### config.mk
export PLATFORM = sky130hd
export DESIGN_NAME = gpio_mmio
export DESIGN_NICKNAME = d
export VERILOG_FILES = /design/src/rtl/gpio_pkg.sv /design/src/rtl/gpio_debounce.sv /design/src/rtl/gpio_mmio.sv
export SDC_FILE = /design/constraint.sdc
export NUM_CORES = 1
export LEC_CHECK = 0
export ABC_AREA = 1
export ABC_CLOCK_PERIOD_IN_PS = 1900
export BUFFER_PORTS_ARGS = -buffer_cell sky130_fd_sc_hd__buf_4
export CAP_MARGIN = 20
export CORE_MARGIN = 2
export CORE_UTILIZATION = 60
export CTS_CLUSTER_DIAMETER = 50
export DETAILED_ROUTE_END_ITERATION = 6
export PLACE_DENSITY_LB_ADDON = 0.25
export SLEW_MARGIN = 20
export SYNTH_ARGS = -nofsm -noshare
export SYNTH_HDL_FRONTEND = slang
export SYNTH_HIERARCHICAL = 1
export SYNTH_SLANG_ARGS = --single-unit
### constraint.sdc
create_clock -name clk -period 1.9 [get_ports clk]
set_clock_uncertainty 0.2 [all_clocks]
set_input_delay 0.095 -clock clk [delete_from_list [all_inputs] [get_ports clk]]
set_output_delay 0.095 -clock clk [all_outputs]
set_load 0.05 [all_outputs]
### src/rtl/gpio_pkg.sv
// Shared definitions for the GPIO MMIO block: register word offsets and the
// byte-enable expansion helper.
package gpio_pkg;

  typedef logic [2:0] gpio_off_t;

  localparam gpio_off_t GPIO_LED     = 3'd0;
  localparam gpio_off_t GPIO_SW      = 3'd1;
  localparam gpio_off_t GPIO_PB      = 3'd2;
  localparam gpio_off_t GPIO_PB_EDGE = 3'd3;
  localparam gpio_off_t GPIO_IRQ_EN  = 3'd4;
  localparam gpio_off_t GPIO_LED_TGL = 3'd5;

  function automatic logic [31:0] be_mask(input logic [3:0] be);
    return {{8{be[3]}}, {8{be[2]}}, {8{be[1]}}, {8{be[0]}}};
  endfunction

endpackage

### src/rtl/gpio_debounce.sv
// One-bit input conditioner: 2-FF synchroniser followed by a debounce counter
// that flips the output after DB_CYCLES consecutive disagreeing samples.
module gpio_debounce #(
  parameter int unsigned DB_CYCLES = 50000
) (
  input  logic clk_i,
  input  logic rst_i,
  input  logic pin_i,
  output logic out_level,
  output logic rise_o
);

  localparam int unsigned    CntW   = $clog2(DB_CYCLES);
  localparam logic [CntW-1:0] CntMax = CntW'(DB_CYCLES - 1);

  logic            sync1_q, sync2_q;
  logic            level_q, level_d;
  logic [CntW-1:0] cnt_q, cnt_d;

  always_comb begin
    level_d = level_q;
    cnt_d   = '0;
    if (sync2_q != level_q) begin
      if (cnt_q == CntMax) begin
        level_d = sync2_q;
      end else begin
        cnt_d = cnt_q + 1'b1;
      end
    end
  end

  always_ff @(posedge clk_i) begin
    if (rst_i) begin
      sync1_q <= 1'b0;
      sync2_q <= 1'b0;
      level_q <= 1'b0;
      cnt_q   <= '0;
    end else begin
      sync1_q <= pin_i;
      sync2_q <= sync1_q;
      level_q <= level_d;
      cnt_q   <= cnt_d;
    end
  end

  assign out_level = level_q;
  // Pulses on the edge where the debounced level will go 0->1.
  assign rise_o    = level_d & ~level_q;

endmodule

### src/rtl/gpio_mmio.sv
// Memory-mapped GPIO: LED register with toggle port, debounced switches and
// buttons, sticky W1C button-edge flags and a masked level interrupt.
module gpio_mmio
  import gpio_pkg::*;
#(
  parameter int unsigned N_LED     = 8,
  parameter int unsigned N_SW      = 16,
  parameter int unsigned N_PB      = 5,
  parameter int unsigned DB_CYCLES = 50000
) (
  input  logic             clk,
  input  logic             reset,
  input  logic [31:0]      io_addr,
  input  logic             io_we,
  input  logic             io_re,
  input  logic [3:0]       io_be,
  input  logic [31:0]      io_wdata,
  output logic [31:0]      io_rdata,
  input  logic [N_SW-1:0]  sw_in,
  input  logic [N_PB-1:0]  pb_in,
  output logic [N_LED-1:0] leds_out,
  output logic             irq
);

  gpio_off_t        off;
  logic [31:0]      bmask, wmask;
  logic [N_SW-1:0]  sw_db, unused_sw_rise;
  logic [N_PB-1:0]  pb_db, pb_rise;
  logic [N_LED-1:0] led_q, led_d;
  logic [N_PB-1:0]  edge_q, edge_d;
  logic [N_PB-1:0]  irq_en_q, irq_en_d;
  logic [31:0]      rdata_q, rdata_d;
  logic             unused_addr;

  assign off         = io_addr[4:2];
  assign unused_addr = ^{io_addr[31:5], io_addr[1:0]};
  assign bmask       = be_mask(io_be);
  assign wmask       = io_wdata & bmask;

  for (genvar i = 0; i < N_SW; i++) begin : g_sw
    gpio_debounce #(
      .DB_CYCLES(DB_CYCLES)
    ) u_db (
      .clk_i    (clk),
      .rst_i    (reset),
      .pin_i    (sw_in[i]),
      .out_level(sw_db[i]),
      .rise_o   (unused_sw_rise[i])
    );
  end

  for (genvar i = 0; i < N_PB; i++) begin : g_pb
    gpio_debounce #(
      .DB_CYCLES(DB_CYCLES)
    ) u_db (
      .clk_i    (clk),
      .rst_i    (reset),
      .pin_i    (pb_in[i]),
      .out_level(pb_db[i]),
      .rise_o   (pb_rise[i])
    );
  end

  always_comb begin
    led_d    = led_q;
    edge_d   = edge_q;
    irq_en_d = irq_en_q;
    rdata_d  = rdata_q;

    // Read mux sees pre-update register contents.
    if (io_re) begin
      case (off)
        GPIO_LED:     rdata_d = 32'(led_q);
        GPIO_SW:      rdata_d = 32'(sw_db);
        GPIO_PB:      rdata_d = 32'(pb_db);
        GPIO_PB_EDGE: rdata_d = 32'(edge_q);
        GPIO_IRQ_EN:  rdata_d = 32'(irq_en_q);
        default:      rdata_d = '0;
      endcase
    end

    if (io_we) begin
      case (off)
        GPIO_LED:     led_d    = N_LED'((32'(led_q) & ~bmask) | wmask);
        GPIO_PB_EDGE: edge_d   = N_PB'(32'(edge_q) & ~wmask);
        GPIO_IRQ_EN:  irq_en_d = N_PB'((32'(irq_en_q) & ~bmask) | wmask);
        GPIO_LED_TGL: led_d    = N_LED'(32'(led_q) ^ wmask);
        default:      ;
      endcase
    end

    // Applied after the W1C so a same-cycle new edge keeps the flag set.
    edge_d = edge_d | pb_rise;
  end

  always_ff @(posedge clk) begin
    if (reset) begin
      led_q    <= '0;
      edge_q   <= '0;
      irq_en_q <= '0;
      rdata_q  <= '0;
    end else begin
      led_q    <= led_d;
      edge_q   <= edge_d;
      irq_en_q <= irq_en_d;
      rdata_q  <= rdata_d;
    end
  end

  assign leds_out = led_q;
  assign io_rdata = rdata_q;
  assign irq      = |(edge_q & irq_en_q);

endmodule
; ---- After elaboration in Yosys (flattened, before gate mapping)
; Index checks and enable logic that the tools add are counted.
; Widths: inputs -> output; s select.
[totals]
reg_bits = 449
latchBits = 0
mem_bits_rw = 0
romBits = 0
out_inout_bits = 41
n_memories = 0
[classes]
addsub = 21
n_mul = 0
div_mod_pow = 0
magnitude_cmp = 0
n_eq_ne = 47
n_shift = 0
muxes = 14
bitwise = 42
n_reduce_logical = 42
[op_table]
columns = cell, n
row1 = $add 16x1->16 const B, 21
row2 = $eq 16x16->1 const B, 21
row3 = $pmux 16 s5, 1
row4 = $reduce_or 3->1, 21
row5 = $reduce_and 2->1, 18
row6 = $not 1->1, 26
row7 = $ne 1x1->1, 21
row8 = $and 8x8->8, 2
row9 = $pmux 8 s2, 1
row10 = $and 5x5->5, 3
row11 = $mux 1, 10
row12 = $mux 5, 2
row13 = $or 5x5->5, 2
row14 = $not 8->8, 1
row15 = $or 8x8->8, 1
row16 = $xor 8x8->8, 1
row17 = $eq 3x2->1 const B, 2
row18 = $eq 3x3->1 const B, 2
row19 = $and 1x1->1, 5
row20 = $not 5->5, 1
row21 = $reduce_or 5->1, 1
row22 = $eq 3x1->1 const B, 1
row23 = $logic_not 3->1, 1
row24 = $reduce_bool 2->1, 1

; ---- Logic depth before layout (Yosys ltp)
; Gate-level depths: netlist of the first run.
[depth]
word_depth = 6
ltp_mapped = 10

; ---- Cells and area by module
; The synthesis of the first run kept the hierarchy.
[by_module_without_submodules]
columns = module, instances, cells_per_inst, area_each_um2, seq_area_each_um2
row1 = gpio_debounce, 21, 144, 954.7, 380.4
row2 = gpio_mmio, 1, 274, 1918.1, 680.7

; ---- Worst setup path after synthesis of the first run
; Ideal clock, no wire load.
[synth_path]
path_kind = flip-flop to flip-flop
start = register g_pb[0].u_db.cnt_q[0]
end = register g_pb[0].u_db.cnt_q[10]
setup_ns = 0.122
arrival_time_ns = 1.167
setup_slack_ns = 0.412
path_stages_with_launch = 8
n_path_buf = 1
cell_sequence = dfxtp_1 > ha_1 > nand3_2 > nor2_1 > nand2_1 > nand2_2 > buf_6 > a21oi_1
[synth_between]
elab_chain_len = 2
word_cells_on_any_way = 3
classes_between = 1 x add/sub / 1 x eq/ne / 1 x reduce/logical
[synth_rtl]
columns = element, line_no
row1 = start: declaration, gpio_debounce.sv:18  ; logic [CntW-1:0] cnt_q, cnt_d;
row2 = start signal: assignment, gpio_debounce.sv:42  ; cnt_q <= cnt_d;
row3 = branches (longest 2 deep; another with $add 16x1->16), --
; Several ways; the timed one is not identified.
; A chain may end at the register's enable or synchronous reset.

; ---- Worst setup path in the final report of the first run
[layout_path]
start = register edge_q[1]
end = output port irq
[layout_between]
elab_chain_len = 2
[layout_rtl]
columns = element, line_no
row1 = start: declaration, gpio_mmio.sv:30  ; logic [N_PB-1:0] edge_q, edge_d;
row2 = start signal: assignment, gpio_mmio.sv:104  ; edge_q <= edge_d;
row3 = $and 5x5->5, gpio_mmio.sv:112  ; assign irq = |(edge_q & irq_en_q);
row4 = $reduce_or 5->1, gpio_mmio.sv:112
row5 = end: declaration, gpio_mmio.sv:22  ; output logic irq
; Every way passes these cells.

==> results.yml, run 1 <==
worst_setup_path:
  critPathMaxStageDelay_ns: 0.33
  reg2regPathDepth: 7
  critPathSlowestCell: "dfxtp_1"
  path_max_fanout: 3
  r2r_setup_slack_ns: 0.08
  cp-start-kind: "flop"
  cp_top_family: "flip-flops"
  crit_cells: 5
  crit_type: "flop to primary output"
  cp.buffers_inverters: 1
  cpMostUsedCell: "nand2_1"
  worstSetupEndpointType: "primary output"
  crit_chain: "nand2_1 > nand2_1 > a221oi_2 > nand2_1 > buf_6"
  critPathRequiredTime_ns: 1.60
  arrival_ns: 1.64
outcome:
  violations: "negative setup slack"
  outcome: "complete, but fails checks"
pwr:
  power.net_switching_w: 0.00423
  power_density_nw_per_um2: 785
  intPower_w: 0.0156
  swShare: 0.213
  seqPwrFrac: 0.464
  p_leak_nw: 9.76
  power_frac_clock: 0.503
  comb_power_share: 0.034
  max-vdd-ir-drop_mv: 0.843
die:
  initial_core_util: 0.613
  die_w_um: 195
  ios: 134
  die_y_um: 195
  fp-row-count: 69
  core-area_um2: 35700
  die_area_um2: 38100
grt:
  overflow: 0
  first_global_vias: 19600
  grt_start_max_net_pins: 32
  grt_usage: 0.255
  grt_first_pass_wirelength_um: 84400
  antenna_found_initial: 0
placement:
  io_buffers: 61
  dpl.hpwl_um: 33300
  place_congestion: 0.908
route:
  route.detailed.wl_per_inst_um: 12.6
  drt_iter0_drc: 1349
  avgViaCountPerCell: 5.26
  num_vias: 20800
  antenna_left: 0
  drc: 0
  drt_pass1_iterations: 7
  wirelength_um: 49700
finish:
  n_antenna_cell: 0
  drive_above_1_share: 0.0725
  final-seq-area_um2: 8670
  multi_input_area_um2: 11000
  fillers: 2998
  finalNetCount: 3566
  utilization: 0.707
  area_growth_pct: 15.3
run:
  cap_viol_max_count: 0
timing:
  slew_headroom: 0.660
  finalSetupTns_ns: -0.0338
  fin_ws_ns: -0.0338
  whs_ns: 0.0736
  max_freq_mhz: 517
  hold_viol_final: 0
  slew_violations: 0
  tightest_slew_ns: 0.509
  setup_viol: 1
  min_period_over_period: 1.02
  layout_min_cycle_time_ns: 1.93
clock_tree:
  cts.path.max_buffers: 3
  clk-insertion-delay-late_ns: 0.58
  clkSinkCount: 433
  numCtsBuffers: 49
  cts_max_level: 2
  clock_tree.root_cell: "clkbuf_16"
  cts_tree: "done"
  clkTransAtPathRegs_ns: 0.06
  postCtsSetupRepairBufs: 0
hold_path:
  hold_depth: 4
  timing.hold.worst.class: "input port to flop"
logic_synthesis:
  avgSynthCellArea_um2: 6.67
  synth_cells: 3282
  mappedNetlistArea_um2: 21900
  ys_warn_count: 6
final timing paths:
path,from,to
max reg2reg,edge_q[0],io_rdata[0]
min,sw_in[10],g_sw[10].u_db/sync1_q
min reg2reg,g_sw[10].u_db/sync1_q,g_sw[10].u_db/sync2_q
max,edge_q[1],irq
layer usage:
| metal | wire length [um] | part of all wire | track usage |
|---|---|---|---|
| met1 | 21600 | 0.44 | 0.314 |
| met2 | 23700 | 0.48 | 0.449 |
| met3 | 2990 | 0.060 | 0.0432 |
| met4 | 1360 | 0.027 | 0.0905 |
| met5 | 0 | 0 | 0 |
layout by cell type (no fill, tap or decap), types with 52 or more instances in the layout:
| cell type | instances |
|---|---|
| nand4_1 | 178 |
| inv_1 | 473 |
| clkbuf_16 | 52 |
| dlygate4sd3_1 | 77 |
| nand3_1 | 139 |
| buf_4 | 64 |
| dfxtp_1 | 433 |
| nor2_1 | 711 |
| xor2_1 | 63 |
| nand2_1 | 758 |
| a21oi_1 | 174 |
| o21ai_0 | 64 |
worst register-to-register path, stage by stage, from the launching register on:
cell and delay, ns:
dfxtp_1 0.36, nand4_1 0.15, dlygate4sd3_1 0.62, o21ai_2 0.10
inv_1 0.10, nand2_1 0.07, nand2_1 0.05, a21oi_1 0.12
layout make-up:
cell class | instances | area share
sequential | 433 | 0.343
timing repair buffer | 153 | 0.0567
clock inverter | 23 | 0.0125
tap | 461 | 0.0228
clock buffer | 67 | 0.0564
multi-input combinational | 2339 | 0.437
inverter | 476 | 0.0713
flip-flops by register name, summed over array words and instances (netlist names), named ones only:
| signal | flops |
|---|---|
| g_sw.u_db/out_level | 16 |
| g_pb.u_db/sync2_q | 5 |
| g_pb.u_db/out_level | 5 |
| g_sw.u_db/sync1_q | 16 |
| edge_q | 5 |
| g_pb.u_db/cnt_q | 80 |
| io_rdata | 16 |
| g_sw.u_db/sync2_q | 16 |
| g_pb.u_db/sync1_q | 5 |
| g_sw.u_db/cnt_q | 256 |
power by group through the flow:
stage | logic (W) | clock network [W] | registers [W]
after floorplan | 0.000343 | 0 | 0.00942
after global placement | 0.000509 | 0 | 0.00939
after detailed placement | 0.000519 | 0 | 0.00940
after CTS | 0.000631 | 0.0102 | 0.00920
after global routing | 0.000713 | 0.0105 | 0.00920
final | 0.000665 | 0.00997 | 0.00920
through the flow:
step | total power (W) | instance area (um^2) | worst slack, ns | cells
6_report | 0.0198 | 25300 | -0.0338 | 3952
5_1_grt | 0.0205 | 25300 | -0.0702 | 3952
4_1_cts | 0.0200 | 25200 | 0.00408 | 3951
3_5_place_dp | 0.00991 | 22600 | 0.166 | 3778
3_3_place_gp | 0.00990 | 22600 | 0.217 | 3778
2_1_floorplan | 0.00977 | 22000 | 0.412 | 3297
timing repair:
action | 4_1_cts | 5_1_grt
hold buffers | 83 | 0
endpoints found under the setup margin | 0 | 33
gates resized for setup | 0 | 17
endpoints found under the hold margin | 140 | 0
No activity file was read; power rests on OpenSTA's default activity.
==> inputs of run 2 (changes only) <==
--- a/config.mk
+++ b/config.mk
@@ -5,7 +5,6 @@
 export SDC_FILE = /design/constraint.sdc
 export NUM_CORES = 1
 export LEC_CHECK = 0
-export ABC_AREA = 1
 export ABC_CLOCK_PERIOD_IN_PS = 1900
 export BUFFER_PORTS_ARGS = -buffer_cell sky130_fd_sc_hd__buf_4
 export CAP_MARGIN = 20
==> run 2 against run 1 <==
The run now ends clean; flip-flop and latch count unchanged; clock power decreased by 8.4%; synthesized area down 11%; count of clock-buffer cells in the layout down 8; sequential power is essentially flat; final cell count shrank 32%; combinational power down 6.5%; total power shrank 4.5%; highest routed layer unchanged.
==> results.yml, run 2 <==
outcome:
  outcome: "complete, no violations"
placement:
  io_buffers: 61
  dpl.hpwl_um: 25700
  pre_cts_ws_ns: 0.0244
  place_inst: 2536
  placed_area_um2: 20500
  place_congestion: 0.811
worst_setup_path:
  critPathMaxStageDelay_ns: 0.33
  critPathRequiredTime_ns: 1.60
  r2r_setup_slack_ns: 0.11
  crit_type: "flop to primary output"
  arrival_ns: 1.52
  worst_r2r_endpoint: "edge_q[3]"
  reg2regPathDepth: 5
  critPathSlowestCell: "dfxtp_2"
  crit_chain: "a222oi_1 > nand2_1 > buf_6"
  r2r_start: "g_pb[3].u_db/cnt_q[12]"
  worstSetupEndpointType: "primary output"
  cp-start-kind: "flop"
  path_max_fanout: 3
die:
  die_w_um: 184
  die_y_um: 184
  ios: 134
  die_area_um2: 33800
  core-area_um2: 31700
  initial_core_util: 0.613
  fp-row-count: 65
route:
  drt_iter0_drc: 722
  route.detailed.wl_per_inst_um: 14.3
  drt_pass1_iterations: 5
  drc: 0
  num_vias: 14500
  antenna_left: 0
  wirelength_um: 38500
  avgViaCountPerCell: 5.38
timing:
  min_period_over_period: 0.955
  layout_min_cycle_time_ns: 1.82
  finalSetupTns_ns: 0
  rsz0062_at_grt: "yes"
  hold_viol_final: 0
  slew_violations: 0
  setup_viol: 0
  max_freq_mhz: 551
  fin_ws_ns: 0.0848
grt:
  grt_first_pass_wirelength_um: 65300
  grt_usage: 0.228
  antenna_found_initial: 0
  first_global_vias: 14200
  overflow: 0
  grt_start_max_net_pins: 38
clock_tree:
  numCtsBuffers: 47
  cts.path.max_buffers: 3
  clk-insertion-delay-late_ns: 0.56
  clkTransAtPathRegs_ns: 0.06
  cts_max_level: 2
  clock_tree.root_cell: "clkbuf_16"
  clkSinkCount: 433
  cts_tree: "done"
run:
  cap_viol_max_count: 0
finish:
  largest-register: "g_sw.u_db/cnt_q"
  fin_cells: 2695
  mostFrequentLayoutCell: "nor2_1"
  finalNetCount: 2371
  n_antenna_cell: 0
  top_regs: "g_sw.u_db/cnt_q (256), g_pb.u_db/cnt_q (80)"
  largest_register_ffs: 256
  utilization: 0.722
  area_growth_pct: 17.9
  drive_above_1_share: 0.162
  final_area_um2: 22900
  layout_common_cells: "nor2_1, dfxtp_1, xnor2_1"
logic_synthesis:
  synth_cells: 2048
  mappedNetlistArea_um2: 19400
  avgSynthCellArea_um2: 9.49
  ys_warn_count: 6
hold_path:
  timing.hold.worst.class: "input port to flop"
  hold_start: "io_addr[3]"
  hold_depth: 5
pwr:
  max-vdd-ir-drop_mv: 0.664
  p_leak_nw: 7.63
  power_density_nw_per_um2: 827
[run 2: final cells by class]
class | count | area (um^2)
Clock buffer | 59 | 1290
Clock inverter | 26 | 282
Fill cell | 2305 | 8810
Inverter | 68 | 255
Multi-Input combinational cell | 1509 | 10200
Sequential cell | 433 | 8670
Tap cell | 402 | 503
Timing Repair Buffer | 198 | 1710
[run 2: worst max path at each step]
stage | start | endpoint | slack, ns | cells after the start
2_1_floorplan | g_pb[0].u_db/cnt_q[0] | g_pb[0].u_db/cnt_q[11] | 0.26 | 6
3_3_place_gp | g_pb[3].u_db/cnt_q[12] | g_pb[3].u_db/cnt_q[14] | 0.17 | 4
3_5_place_dp | g_pb[3].u_db/cnt_q[12] | g_pb[3].u_db/cnt_q[11] | 0.02 | 4
4_1_cts | flop | irq | 0.03 | 3
5_1_grt | g_pb[2].u_db/cnt_q[10] | g_pb[2].u_db/cnt_q[13] | -0.02 | 4
6_report | flop | irq | 0.08 | 3
[run 2: timing repair]
action	in CTS	in global routing
endpoints found under the hold margin	100	0
hold buffers	70	0
gates resized for setup	1	17
gates cloned	0	0
setup buffers	0	4
endpoints found under the setup margin	1	60
pin swaps	0	5
[run 2: metrics by stage]
step           power (W)  hold WS, ns
2_1_floorplan    0.00972      -0.0334
3_3_place_gp     0.00988        0.105
3_5_place_dp     0.00989        0.113
4_1_cts           0.0191       0.0277
5_1_grt           0.0195       0.0507
6_report          0.0189       0.0150
[run 2: critical path, delay by kind of cell (launching register included)]
| family | cells | cell delay, ns |
|---|---|---|
| AOI/OAI and AO/OA | 1 | 0.29 |
| and+or+nand+nor | 1 | 0.16 |
| DFF | 1 | 0.33 |
| buffers and inverters | 1 | 0.18 |
[run 2: layer usage]
layer / GRT usage / share of wire / routed length (um)
met3: 0.0382 / 0.038 / 1460
met5: 0 / 0 / 0
met2: 0.400 / 0.49 / 18700
met4: 0.0755 / 0.027 / 1040
met1: 0.286 / 0.45 / 17300
[run 2: report_power, final]
| part | total, W | internal (W) | switching, W | leakage [nW] |
|---|---|---|---|---|
| sequential | 0.00919 | 0.00915 | 0.0000447 | 3.50 |
| clock | 0.00913 | 0.00541 | 0.00372 | 0.774 |
| combinational | 0.000622 | 0.000263 | 0.000360 | 3.35 |
==> inputs of run 3 (changes only) <==
--- a/config.mk
+++ b/config.mk
@@ -5,7 +5,7 @@
 export SDC_FILE = /design/constraint.sdc
 export NUM_CORES = 1
 export LEC_CHECK = 0
-export ABC_CLOCK_PERIOD_IN_PS = 1900
+export ABC_CLOCK_PERIOD_IN_PS = 1820
 export BUFFER_PORTS_ARGS = -buffer_cell sky130_fd_sc_hd__buf_4
 export CAP_MARGIN = 20
 export CORE_MARGIN = 2
@@ -13,6 +13,7 @@
 export CTS_CLUSTER_DIAMETER = 50
 export DETAILED_ROUTE_END_ITERATION = 6
 export PLACE_DENSITY_LB_ADDON = 0.25
+export RECOVER_POWER = 100
 export SLEW_MARGIN = 20
 export SYNTH_ARGS = -nofsm -noshare
 export SYNTH_HDL_FRONTEND = slang
==> constraint.sdc (replaced) <==
create_clock -name clk -period 1.82 [get_ports clk]
set_clock_uncertainty 0.2 [all_clocks]
set_input_delay 0.091 -clock clk [delete_from_list [all_inputs] [get_ports clk]]
set_output_delay 0.091 -clock clk [all_outputs]
set_load 0.05 [all_outputs]
==> run 3 against run 2 <==
Via count is 3.1% higher; design area rose by 1.8%; hold slack better by 0.0095 ns; the run now ends with negative setup slack left; combinational power rose by 5.5%; critical endpoint unchanged; global-route usage grew 1.2 points; utilization up 1.3 points.
==> results.yml, run 3 (synthesis gave the netlist of run 2 again) <==
timing:
  max_freq_mhz: 505
  rsz0062_at_grt: "yes"
  slew_violations: 0
  setup_viol: 32
  hold_viol_final: 0
  tightest_slew_ns: 0.592
  fin_ws_ns: -0.160
  layout_min_cycle_time_ns: 1.98
  slew_headroom: 0.607
  min_period_over_period: 1.09
placement:
  io_buffers: 61
  dpl.hpwl_um: 26400
  place_congestion: 0.813
  place_inst: 2598
run:
  cap_viol_max_count: 0
outcome:
  outcome: "complete, but fails checks"
  violations: "negative setup slack"
finish:
  final-seq-area_um2: 8680
  layout_common_cells: "nor2_1, dfxtp_1, xnor2_1"
  largest-register: "g_sw.u_db/cnt_q"
  mostFrequentLayoutCell: "nor2_1"
  fillers: 2271
  top_regs: "g_sw.u_db/cnt_q (256), g_pb.u_db/cnt_q (80)"
  finalNetCount: 2439
  fin_cells: 2764
  largest_register_ffs: 256
  multi_input_area_um2: 10200
  area_growth_pct: 20.0
  drive_above_1_share: 0.180
route:
  antenna_left: 0
  drc: 0
  route.detailed.wl_per_inst_um: 14.9
  drt_pass1_iterations: 5
  wirelength_um: 41200
  avgViaCountPerCell: 5.40
  drt_iter0_drc: 825
  num_vias: 14900
clock_tree:
  cts_max_level: 2
  numCtsBuffers: 48
  clkSinkCount: 433
  clock_tree.root_cell: "clkbuf_16"
  clk-insertion-delay-late_ns: 0.55
  cts_tree: "done"
  clkTransAtPathRegs_ns: 0.06
  cts.path.max_buffers: 3
grt:
  overflow: 0
  grt_first_pass_wirelength_um: 68800
  grt_usage: 0.241
  first_global_vias: 14900
  antenna_found_initial: 1
  grt_start_max_net_pins: 29
worst_setup_path:
  cp-start-kind: "flop"
  worstSetupEndpointType: "primary output"
  crit_type: "flop to primary output"
  critPathRequiredTime_ns: 1.53
  path_max_fanout: 2
  crit_chain: "a222oi_1 > nand2_1 > buf_6"
  critPathMaxStageDelay_ns: 0.40
  arrival_ns: 1.69
  critPathSlowestCell: "a222oi_1"
pwr:
  max-vdd-ir-drop_mv: 0.797
  p_leak_nw: 7.91
  power_density_nw_per_um2: 865
  power_w: 0.0202
die:
  die_y_um: 184
  fp-row-count: 65
  initial_core_util: 0.613
  core-area_um2: 31700
  die_area_um2: 33800
  die_w_um: 184
  ios: 134
hold_path:
  timing.hold.worst.class: "input port to flop"
[run 3: changes by cell type in the layout (fill, tap and decap cells not counted), moves of 4 or more]
cell,change
buf_2,+4
clkinv_2,-5
buf_4,+13
dfxtp_2,+7
clkbuf_2,+27
nand3_1,+11
clkbuf_8,+4
clkbuf_1,+15
nand3_2,-11
clkbuf_4,+10
dfxtp_1,-7
[run 3: stage by stage]
stage | hold slack (ns) | instance area [um^2] | setup slack [ns] | setup TNS, ns | utilization
floorplan | -0.0374 | 19500 | 0.184 | 0 | -
global placement | 0.100 | 21000 | 0.132 | 0 | 0.662
detailed placement | 0.107 | 21000 | 0.0401 | 0 | 0.662
CTS | 0.00474 | 23300 | -0.118 | -0.168 | 0.736
global route | 0.0712 | 23300 | -0.204 | -7.76 | 0.735
finish | 0.0246 | 23300 | -0.160 | -1.03 | 0.735
[run 3: area by class of cell]
type,count,area share
diodes,1,0.000107
clock buffers,65,0.0590
clock inverters,21,0.0116
inverters,68,0.0109
multi-input cells,1511,0.437
flip-flops and latches,433,0.372
well taps,402,0.0216
repair buffers,263,0.0875
[run 3: path summary, 6_finish.rpt]
path / depth (start not counted) / slack [ns] / start / endpoint
max: 3 / -0.16 / flop / irq
min: 4 / 0.02 / io_addr[2] / io_rdata[0]
max reg2reg: 4 / -0.06 / g_pb[2].u_db/cnt_q[12] / g_pb[2].u_db/cnt_q[1]
min reg2reg: 1 / 0.24 / g_pb[4].u_db/sync1_q / g_pb[4].u_db/sync2_q
[run 3: layer usage]
layer / GRT usage / share of wire / up-vias
met3: 0.0410 / 0.036 / 72
li1: - / - / 7461
met1: 0.299 / 0.44 / 7172
met2: 0.427 / 0.50 / 232
met5: 0 / 0 / -
met4: 0.0726 / 0.023 / 0
[run 3: power breakdown]
part           internal (W)  total, W  leakage (nW)  switching [W]
logic              0.000263  0.000656          3.60       0.000393
clock network       0.00604   0.00992         0.810        0.00389
registers           0.00955   0.00959          3.50      0.0000392
[run 3: what timing repair did]
action,4_1_cts,5_1_grt
gates cloned,0,2
hold endpoints to repair,99,0
gates resized for setup,3,44
setup endpoints to repair,1,167
buffers inserted,1,7
pin swaps,2,12
hold buffers,69,0
[run 3: worst max-delay path, delay by kind of cell, from the launching register on]
kind,cells,cell delay (ns)
AO/OA/AOI/OAI,1,0.40
flip-flops,1,0.32
AND/OR/NAND/NOR,1,0.21
buffers and inverters,1,0.20
